### src/rtl/quad_root_solver_pkg.sv
// Shared types and width helpers for the quadratic root solver.
package quad_pkg;

  typedef enum logic [2:0] {
    IDLE,
    DISC,
    SQRT,
    DIV1,
    DIV2,
    DONE
  } state_t;

  localparam logic [1:0] ST_NONE   = 2'b00;
  localparam logic [1:0] ST_DOUBLE = 2'b01;
  localparam logic [1:0] ST_TWO    = 2'b10;
  localparam logic [1:0] ST_DEGEN  = 2'b11;

  // Discriminant width: B*B - 4*A*C never overflows 2W+2 signed bits.
  function automatic int dw_of(input int w);
    return 2 * w + 2;
  endfunction

  // Square-root result width, also the number of sqrt iterations.
  function automatic int sw_of(input int w, input int f);
    return w + f + 1;
  endfunction

  // Dividend magnitude width, also the number of divide iterations.
  function automatic int nw_of(input int w, input int f);
    return w + f + 2;
  endfunction

endpackage

### src/rtl/quad_root_solver_isqrt.sv
// Bit-serial integer square root: one result bit per cycle.
// The first iteration runs on the START edge straight from RADICAND, so a
// RW-bit radicand finishes RW/2 edges after START with DONE pulsing high
// for one cycle while ROOT holds floor(sqrt(RADICAND)).
module isqrt_seq
  import quad_pkg::*;
#(
  parameter int RW = 50
) (
  input  logic            CLK,
  input  logic            RST,
  input  logic            START,
  input  logic [RW-1:0]   RADICAND,
  output logic            BUSY,
  output logic            DONE,
  output logic [RW/2-1:0] ROOT
);

  localparam int HW = RW / 2;
  localparam int CW = $clog2(HW);

  logic [HW+1:0] rem_q;
  logic [RW-1:0] rad_q;
  logic [CW-1:0] cnt_q;

  logic [HW+1:0] rem_in, rem_shift, trial, rem_next;
  logic [HW-1:0] root_in, root_next;
  logic [RW-1:0] rad_in;
  logic          fits;

  // One digit-by-digit step; START restarts from an empty remainder.
  always_comb begin
    rem_in    = START ? '0 : rem_q;
    root_in   = START ? '0 : ROOT;
    rad_in    = START ? RADICAND : rad_q;
    rem_shift = (rem_in << 2) | {{HW{1'b0}}, rad_in[RW-1 -: 2]};
    trial     = {root_in, 2'b01};
    fits      = (rem_shift >= trial);
    rem_next  = fits ? (rem_shift - trial) : rem_shift;
    root_next = (root_in << 1) | {{(HW-1){1'b0}}, fits};
  end

  // Iteration registers and the done pulse after the final bit.
  always_ff @(posedge CLK or posedge RST) begin
    if (RST) begin
      rem_q <= '0;
      rad_q <= '0;
      cnt_q <= '0;
      ROOT  <= '0;
      BUSY  <= 1'b0;
      DONE  <= 1'b0;
    end else begin
      DONE <= 1'b0;
      if (START) begin
        rem_q <= rem_next;
        rad_q <= rad_in << 2;
        ROOT  <= root_next;
        cnt_q <= CW'(HW - 1);
        BUSY  <= 1'b1;
      end else if (BUSY) begin
        rem_q <= rem_next;
        rad_q <= rad_in << 2;
        ROOT  <= root_next;
        cnt_q <= cnt_q - 1'b1;
        if (cnt_q == CW'(1)) begin
          BUSY <= 1'b0;
          DONE <= 1'b1;
        end
      end
    end
  end

endmodule

### src/rtl/quad_root_solver.sv
// Multi-cycle fixed-point quadratic solver with valid/ready handshakes.
// Optional macro QUAD_COMPLEX_ROOTS_EN: for D<0 report the real part in RT1
// and the imaginary magnitude in RT2 instead of zeros.
module quad_root_solver
  import quad_pkg::*;
#(
  parameter int W    = 16,
  parameter int FRAC = 8
) (
  input  logic                CLK,
  input  logic                RST,
  input  logic                IN_VALID,
  output logic                IN_READY,
  input  logic signed [W-1:0] A,
  input  logic signed [W-1:0] B,
  input  logic signed [W-1:0] C,
  output logic                OUT_VALID,
  input  logic                OUT_READY,
  output logic signed [W-1:0] RT1,
  output logic signed [W-1:0] RT2,
  output logic [1:0]          ST,
  output logic                OVF
);

  localparam int DW = dw_of(W);
  localparam int SW = sw_of(W, FRAC);
  localparam int NW = nw_of(W, FRAC);
  localparam int CW = $clog2(NW);

`ifdef QUAD_COMPLEX_ROOTS_EN
  localparam bit CPLX_EN = 1'b1;
`else
  localparam bit CPLX_EN = 1'b0;
`endif

  localparam logic [NW-1:0] POS_LIM = NW'({(W-1){1'b1}});
  localparam logic [NW-1:0] NEG_LIM = POS_LIM + 1'b1;
  localparam logic [W-1:0]  MAX_V   = {1'b0, {(W-1){1'b1}}};
  localparam logic [W-1:0]  MIN_V   = {1'b1, {(W-1){1'b0}}};

  state_t state_q, state_d;

  logic signed [W-1:0] a_q, b_q, c_q;
  logic [W:0]          rem_q;
  logic [NW-1:0]       quo_q;
  logic [CW-1:0]       dcnt_q;
  logic                neg_q, double_q, cplx_q, ovf_w;
  logic [W-1:0]        rt1_w;
  logic [1:0]          st_w;

  logic signed [DW-1:0] a_dw, b_dw, c_dw, disc, abs_disc;
  logic                 disc_neg, disc_zero, a_zero;
  logic [2*SW-1:0]      sq_rad;
  logic [SW-1:0]        sq_root;
  logic                 sq_start, sq_busy, sq_done;

  logic signed [W:0]    a_ext, a_abs;
  logic [W:0]           den;
  logic signed [NW:0]   b_n, neg_b, s_ext, num1, num2, num_load;
  logic [NW-1:0]        num_mag;
  logic                 load_neg, div_last;

  logic [W+1:0]         rem_sh;
  logic [W:0]           rem_nx;
  logic [NW-1:0]        quo_nx;
  logic                 ge;
  logic [W-1:0]         sat_val;
  logic                 sat_ovf;

  isqrt_seq #(.RW(2 * SW)) u_isqrt (
    .CLK      (CLK),
    .RST      (RST),
    .START    (sq_start),
    .RADICAND (sq_rad),
    .BUSY     (sq_busy),
    .DONE     (sq_done),
    .ROOT     (sq_root)
  );

  // Discriminant, divisor magnitude and the two numerators -(B<<FRAC) +/- S.
  always_comb begin
    a_dw      = {{(DW-W){a_q[W-1]}}, a_q};
    b_dw      = {{(DW-W){b_q[W-1]}}, b_q};
    c_dw      = {{(DW-W){c_q[W-1]}}, c_q};
    disc      = b_dw * b_dw - ((a_dw * c_dw) <<< 2);
    disc_neg  = disc[DW-1];
    disc_zero = (disc == '0);
    a_zero    = (a_q == '0);
    abs_disc  = disc_neg ? -disc : disc;
    sq_rad    = (2 * SW)'(abs_disc) << (2 * FRAC);
    a_ext     = {a_q[W-1], a_q};
    a_abs     = a_ext[W] ? -a_ext : a_ext;
    den       = a_abs << 1;
    b_n       = {{(NW+1-W){b_q[W-1]}}, b_q};
    neg_b     = -(b_n <<< FRAC);
    s_ext     = (state_q == DISC) ? '0 : {{(NW+1-SW){1'b0}}, sq_root};
    num1      = cplx_q ? neg_b : (neg_b + s_ext);
    num2      = cplx_q ? s_ext : (neg_b - s_ext);
    num_load  = (state_q == DIV1) ? num2 : num1;
    num_mag   = NW'(num_load[NW] ? -num_load : num_load);
    load_neg  = num_load[NW] ^ (a_q[W-1] & ~(cplx_q & (state_q == DIV1)));
  end

  // One restoring-division step plus signed saturation of its quotient.
  always_comb begin
    rem_sh   = {rem_q, quo_q[NW-1]};
    ge       = (rem_sh >= {1'b0, den});
    rem_nx   = ge ? (W+1)'(rem_sh - {1'b0, den}) : rem_sh[W:0];
    quo_nx   = {quo_q[NW-2:0], ge};
    div_last = (dcnt_q == CW'(NW - 1));
    sat_val  = quo_nx[W-1:0];
    sat_ovf  = 1'b0;
    if (!neg_q) begin
      if (quo_nx > POS_LIM) begin
        sat_val = MAX_V;
        sat_ovf = 1'b1;
      end
    end else if (quo_nx > NEG_LIM) begin
      sat_val = MIN_V;
      sat_ovf = 1'b1;
    end else begin
      sat_val = -quo_nx[W-1:0];
    end
  end

  // State register.
  always_ff @(posedge CLK or posedge RST) begin
    if (RST) state_q <= IDLE;
    else     state_q <= state_d;
  end

  // Next-state logic, handshake flags and the sqrt kick-off.
  always_comb begin
    state_d   = state_q;
    IN_READY  = 1'b0;
    OUT_VALID = 1'b0;
    sq_start  = 1'b0;
    case (state_q)
      IDLE: begin
        IN_READY = 1'b1;
        if (IN_VALID) state_d = DISC;
      end
      DISC: begin
        if (a_zero || (disc_neg && !CPLX_EN)) state_d = DONE;
        else if (disc_zero)                   state_d = DIV1;
        else begin
          state_d  = SQRT;
          sq_start = 1'b1;
        end
      end
      SQRT: if (sq_done && !sq_busy) state_d = DIV1;
      DIV1: if (div_last) state_d = double_q ? DONE : DIV2;
      DIV2: if (div_last) state_d = DONE;
      DONE: begin
        OUT_VALID = 1'b1;
        if (OUT_READY) state_d = IDLE;
      end
      default: state_d = IDLE;
    endcase
  end

  // Coefficient capture, divider iterations and publishing of the result.
  always_ff @(posedge CLK or posedge RST) begin
    if (RST) begin
      a_q      <= '0;
      b_q      <= '0;
      c_q      <= '0;
      rem_q    <= '0;
      quo_q    <= '0;
      dcnt_q   <= '0;
      neg_q    <= 1'b0;
      double_q <= 1'b0;
      cplx_q   <= 1'b0;
      ovf_w    <= 1'b0;
      rt1_w    <= '0;
      st_w     <= ST_NONE;
      RT1      <= '0;
      RT2      <= '0;
      ST       <= ST_NONE;
      OVF      <= 1'b0;
    end else begin
      case (state_q)
        IDLE: begin
          if (IN_VALID) begin
            a_q <= A;
            b_q <= B;
            c_q <= C;
          end
        end
        DISC: begin
          ovf_w    <= 1'b0;
          double_q <= disc_zero;
          cplx_q   <= CPLX_EN && disc_neg;
          if (a_zero || (disc_neg && !CPLX_EN)) begin
            RT1 <= '0;
            RT2 <= '0;
            ST  <= a_zero ? ST_DEGEN : ST_NONE;
            OVF <= 1'b0;
          end else begin
            st_w <= disc_neg ? ST_NONE : (disc_zero ? ST_DOUBLE : ST_TWO);
            if (disc_zero) begin
              rem_q  <= '0;
              quo_q  <= num_mag;
              neg_q  <= load_neg;
              dcnt_q <= '0;
            end
          end
        end
        SQRT: begin
          if (sq_done && !sq_busy) begin
            rem_q  <= '0;
            quo_q  <= num_mag;
            neg_q  <= load_neg;
            dcnt_q <= '0;
          end
        end
        DIV1: begin
          rem_q  <= rem_nx;
          quo_q  <= quo_nx;
          dcnt_q <= dcnt_q + 1'b1;
          if (div_last) begin
            rt1_w <= sat_val;
            ovf_w <= ovf_w | sat_ovf;
            if (double_q) begin
              RT1 <= sat_val;
              RT2 <= sat_val;
              ST  <= st_w;
              OVF <= ovf_w | sat_ovf;
            end else begin
              rem_q  <= '0;
              quo_q  <= num_mag;
              neg_q  <= load_neg;
              dcnt_q <= '0;
            end
          end
        end
        DIV2: begin
          rem_q  <= rem_nx;
          quo_q  <= quo_nx;
          dcnt_q <= dcnt_q + 1'b1;
          if (div_last) begin
            RT1 <= rt1_w;
            RT2 <= sat_val;
            ST  <= st_w;
            OVF <= ovf_w | sat_ovf;
          end
        end
        default: ;
      endcase
    end
  end

endmodule
### config.mk
export PLATFORM = sky130hd
export DESIGN_NAME = quad_root_solver
export DESIGN_NICKNAME = d
export VERILOG_FILES = /design/src/rtl/quad_root_solver_pkg.sv /design/src/rtl/quad_root_solver_isqrt.sv /design/src/rtl/quad_root_solver.sv
export SDC_FILE = /design/constraint.sdc
export NUM_CORES = 2
export LEC_CHECK = 0
export ABC_AREA = 0
export CAP_MARGIN = 10
export CORE_ASPECT_RATIO = 0.5
export CORE_MARGIN = 2
export CORE_UTILIZATION = 50
export CTS_CLUSTER_SIZE = 40
export DETAILED_ROUTE_END_ITERATION = 8
export PLACE_DENSITY = 0.72
export REMOVE_ABC_BUFFERS = 1
export SLEW_MARGIN = 10
export SYNTH_ARGS = -nofsm -noshare
export SYNTH_HDL_FRONTEND = slang
export SYNTH_SLANG_ARGS = --single-unit
### constraint.sdc
create_clock -name CLK -period 25.5 [get_ports CLK]
set_input_delay 6.375 -clock CLK [delete_from_list [all_inputs] [get_ports CLK]]
set_output_delay 6.375 -clock CLK [all_outputs]
set_load 0.01 [all_outputs]
# Word-level counts from Yosys, hierarchy flattened
# Cells that the tools add are included.
[word_totals]
ff_bits = 262
latchBits = 0
mem_bits_rw = 0
rom_bits = 0
in_bits = 52
output_inout_bits = 37
wordCells = 170
mem_count = 0
[classes]
addsub = 12
multipliers = 2
div = 0
n_lt_le_gt_ge = 4
eq_ne = 17
shift = 0
mux = 89
bitwise = 5
n_reduce_logical = 19
[ops]
columns = ["operator", "count"]
rows = [
  ["$mux 25", 8],
  ["$mux 26", 6],
  ["$mux 50", 3],
  ["$mux 16", 9],
  ["$pmux 26 s4", 1],
  ["$mux 17", 6],
  ["$pmux 16 s3", 2],
  ["$pmux 17 s4", 1],
  ["$mul 16x16->32", 2],
  ["$mux 5", 7],
  ["$logic_not 34->1", 1],
  ["$mux 34", 1],
  ["$neg 34->34", 1],
  ["$sub 32x34->34", 1],
  ["$neg 16->16", 2],
  ["$add 27x26->27", 1],
  ["$ge 27x27->1", 1],
  ["$mux 27", 1],
  ["$neg 24->27", 1],
  ["$or 27x2->27", 1],
  ["$sub 27x26->27", 1],
  ["$gt 26x15->1 const B", 1],
  ["$gt 26x16->1 const B", 1],
  ["$neg 26->26", 1],
  ["36 further kinds", 88],
]

# Logic depth before layout (Yosys ltp)
[logic_depth]
word_depth = 12
mapped_depth = 68
mapped_depth_nobuf = 65

# Cells and area by module
# A second synthesis with hierarchy kept.
[unflattened]
cells_unflattened = 4398
area_unflattened_um2 = 38623.3
[by_module_without_submodules]
columns = ["module", "instances", "cells_each", "area_per_inst_um2", "seq_area_each_um2"]
rows = [
  ["quad_root_solver", 1, 3678, 32094.5, 3878.7],
  ["isqrt_seq", 1, 720, 6528.8, 2627.5],
]

# Worst setup path before layout
# No wires, ideal clock.
[synth_timing]
kind = "register -> register"
startpoint = "register a_q[2]"
endpoint = "register u_isqrt.rem_q[24]"
setup_ns = 0.126
arrival_ns = 15.002
required_ns = 25.374
path_slack_ns = 10.372
stages_incl_launch_ff = 64
n_path_buf = 6
period_less_slack_ns = 15.128
path_cell_list = "dfrtp_1 clkbuf_1 clkbuf_1 and2_1 fa_1 fa_1 ha_1 fa_1 inv_1 fa_1 fa_1 inv_1 ha_1 inv_1 o21bai_1 a21oi_1 o21bai_1 a21oi_1 [... 28 more ...] nand2_1 ha_1 nor2b_1 o21ai_0 nand2b_1 and2_1 o21ai_0 nand2b_1 o221a_1 o31a_1 o21ai_1 o21a_2 o41ai_2 a221oi_2 xnor2_1 nand2_1 nand2_1 a221o_1"
[synth_between]
elab_chain_cells = 12
elab_cells_between_ends = 20
cone_classes = "add/sub: 3; mul: 1; order compare: 1; mux: 10; bitwise: 1; reduce/logical: 4"
[synth_rtl]
columns = ["item", "line_no", "rtl"]
rows = [
  ["start, declared", "quad_root_solver.sv:43", "logic signed [W-1:0] a_q, b_q, c_q;"],
  ["start signal, assigned", "quad_root_solver.sv:165", "a_q <= '0;"],
  ["start signal, assigned", "quad_root_solver.sv:185", "a_q <= A;"],
  ["branches (longest 12 deep; another with $sub 32x34->34)", "n/a", ""],
  ["end signal, assigned", "quad_root_solver_isqrt.sv:55", "rem_q <= rem_next;"],
  ["end signal, assigned", "quad_root_solver_isqrt.sv:61", "rem_q <= rem_next;"],
  ["end, declared", "quad_root_solver_isqrt.sv:22", "logic [HW+1:0] rem_q;"],
]
# Parallel ways; which one is timed is not known. The select of a mux whose other input is x is not followed.
# A chain may end at the register's enable or synchronous reset.

# Worst setup path in the final report
[layout_timing]
startpoint = "register c_q[3]"
endpoint = "register u_isqrt.rem_q[3]"
[layout_between]
elab_chain_cells = 12
elab_cells_between_ends = 19
cone_classes = "add/sub: 3; mul: 1; order compare: 1; mux: 10; bitwise: 1; reduce/logical: 3"
[layout_rtl]
columns = ["item", "line_no", "rtl"]
rows = [
  ["start, declared", "quad_root_solver.sv:43", ""],
  ["start signal, assigned", "quad_root_solver.sv:167", "c_q <= '0;"],
  ["start signal, assigned", "quad_root_solver.sv:187", "c_q <= C;"],
  ["$mul 16x16->32 (*)", "quad_root_solver.sv:85", "disc = b_dw * b_dw - ((a_dw * c_dw) <<< 2);"],
  ["$sub 32x34->34 (*)", "quad_root_solver.sv:85", ""],
  ["branches (longest 10 deep; another with $neg 34->34)", "n/a", ""],
]
# Mark *: on every way between the ends. The select of a mux whose other input is x is not followed.

==> results.md <==
* Status: completed
* Leading cell types by count after synthesis: inv_1 (672), fa_1 (540), nand2_1 (427)
* Final worst-path cycle share at 0.656
* Power Dens Cells at about 22 nW/um2
* Final-report max-slew violation count at 0
* FP Rows at between 60 and 70
* Ys flop type: dfrtp_1
* Pin count of the biggest net entering global routing at 95
* Peak VDD IR at 0.0419 mV
* TritonCTS Buffers at 27
* CP top delay family: adder cells
* Total number of vias at approximately 28000
* Post-CTS setup buffer count at 0
* Non-filler cells, final at 5001
* RSZ-0062 raised after global routing: false
* Share of layout cells above drive strength 1 at 0.0420
* Synth async-reset ratio at 1.00
* Final HPWL DP at 71000 um
* Worst r2r src: c_q[3]$_DFFE_PP0P_
* First-pass GRT wire length at 154000 um
* Antenna violations before repair at 2
* Pre-antenna DRT Iters at 5
* IO buf count at 88
* Max FO, Critical Path at between 90 and 100
* CP Data Required Time at 25940 ps
* Final hold vios at 0
* Critical Path Sink Type: flop
* Top area cells in the synthesized netlist: fa_1 (30%), dfrtp_1 (17%), ha_1 (8.2%)
* Layout net count at 4853
* Hold crit path type: reg2reg
* Via-to-Cell Ratio at 5.55
* GRT overflow at 0
* Post-Syn Area at 36000 um2
* Clk slew on worst S/H paths at 80 ps
* H-Tree Depth at 1
* Remaining DRCs at 0
* Total of max-cap violations at 0
* Fin Clk Skew at about 18 ps
* Routed WL at just over 90000 um
* 1st-iter DRT viols at 2342
* Clk sinks at about 240
* Most frequent cell on the critical path: fa_1
* Critical path startpoint: c_q[3]$_DFFE_PP0P_
* Total number of yosys warnings at 0
* Yosys top cell by area: fa_1
* Hold Startpoint: RT2[11]$_DFFE_PP0P_
* Netlist cell types at 94
* Routability cong. at approximately 0.93
* Hold Slack at 471 ps
* Worst R2R Setup Slack at approximately 8800 ps
* Die W at 384 um
* Post-layout minimum cycle time at around 17000 ps
* Crit path buf inv count at 7
* Fmax at 59.8 MHz
* Post-CTS Resized at 0
* ANT cells at 0
* Post-DRT Antenna Nets at 0
* Number of flops mapped to enable cells by yosys at 0
* Insertion delay to the later sink of the worst-skew pair at 610 ps
* Top-count cell post-synth: inv_1
* Root buffer cell: clkbuf_16
* WS Path Type: reg2reg
* WP data arrival at 17170 ps
* Total GRT Usage at 0.255
* Worst-margin pin slew at 1130 ps
* Setup TNS at 0 ps
* Post-synthesis cell count at 4076
* Routed WL per cell at 18.2 um
* Core Area at between 70000 and 80000 um2
* Post-synthesis sequential area ratio at 0.169
* Chip height at 194 um
* Slowest stage delay, CP at 810 ps
* Final setup viols at 0
* Synthesized area per cell at 8.84 um2
* Layout area overhead at 6.94%
* Placed Cells at a little under 5000
* Hold buffer count at CTS at 0
* Number of global-route vias before repair at 28700
* Initial core utilization at 0.507
* Area of the die at approximately 74000 um2
* Leak pwr at 0.0184 uW
* Relative slew margins at 0.246
* Clock Path Buffers at 3
* Top cell type's share of synthesized area at 0.300
* Flops & latches, synth at 244
* Number of top-level pins at 89
* TritonCTS clock tree: done
* CP max stage cell: dfrtp_1
* Startpoint Class: flop
## cell type report
cell class              count  area (um2)
fillers                  6400       32600
multi-input cells        2961       26700
flip-flops and latches    244        6110
inverters                 675        2540
well taps                 958        1200
repair buffers            115        1080
clock buffers              34         752
clock inverters            14         176
## power breakdown
| group | internal [uW] | switching, uW |
|---|---|---|
| Combinational | 7.23 | 9.38 |
| Clock | 240 | 186 |
| Sequential | 387 | 0 |
| Total | 635 | 196 |
## sequential cells by signal, summed over array words and instances, names as in the netlist, 2 cells and up
name / count
u_isqrt.ROOT: 25
RT2: 16
st_w: 2
c_q: 16
dcnt_q: 5
a_q: 16
ST: 2
u_isqrt.rad_q: 32
RT1: 16
u_isqrt.cnt_q: 5
state_q: 3
b_q: 16
rem_q: 17
u_isqrt.rem_q: 25
quo_q: 26
rt1_w: 16
## cells in the final DEF (no fill, tap or decap), types with 88 or more instances in the layout
cell type,Yosys,final
a21oi_1,184,184
and2_1,200,199
clkdlybuf4s50_1,0,88
dfrtp_1,244,243
fa_1,540,540
ha_1,237,237
inv_1,672,671
nand2_1,427,427
nor2_1,241,240
o21ai_0,219,218
xnor2_1,125,124
## per-layer routing
metal / track usage / vias to the layer above / part of all wire
li1: - / 13000 / -
met1: 0.367 / 13900 / 0.45
met2: 0.398 / 782 / 0.45
met3: 0.0539 / 109 / 0.077
met4: 0.0513 / 0 / 0.021
met5: 0 / - / 0
## worst register-to-register path: cells and delay by family, from the launching register on
kind                     cells  cell delay [ps]
multiplexers                 2              620
AO/OA/AOI/OAI               23             5030
XOR/XNOR                     1              130
buffers and inverters        7             1020
AND/OR/NAND/NOR              7             1920
adder cells (fa/ha/maj)     15             7010
flip-flops                   1              810
## through the flow
stage	area (um2)	utilization	power [uW]	setup WS, ps
floorplan	35300	-	400	8300
global placement	37600	0.529	411	9240
detailed placement	37600	0.529	412	8890
CTS	38500	0.542	839	8830
global route	38500	0.542	857	7630
finish	38500	0.542	830	8770
## worst paths after layout
path	depth (start not counted)	endpoint
max	55	u_isqrt.rem_q[3]$_DFFE_PP0P_
min	2	RT2[11]$_DFFE_PP0P_
max reg2reg	55	u_isqrt.rem_q[3]$_DFFE_PP0P_
min reg2reg	2	RT2[11]$_DFFE_PP0P_
max in group asynchronous	3	u_isqrt.BUSY$_DFF_PP0_
min in group asynchronous	2	a_q[10]$_DFFE_PP0P_
## logic make-up after synthesis
family	after synthesis	share of synthesized area
AND/OR/NAND/NOR	1185	0.158
buffers and inverters	871	0.0915
adder cells (fa/ha/maj)	777	0.382
AO/OA/AOI/OAI	717	0.125
flip-flops	244	0.169
XOR/XNOR	191	0.0464
multiplexers	91	0.0272
Note: power is estimated with default switching activity, not from simulation.
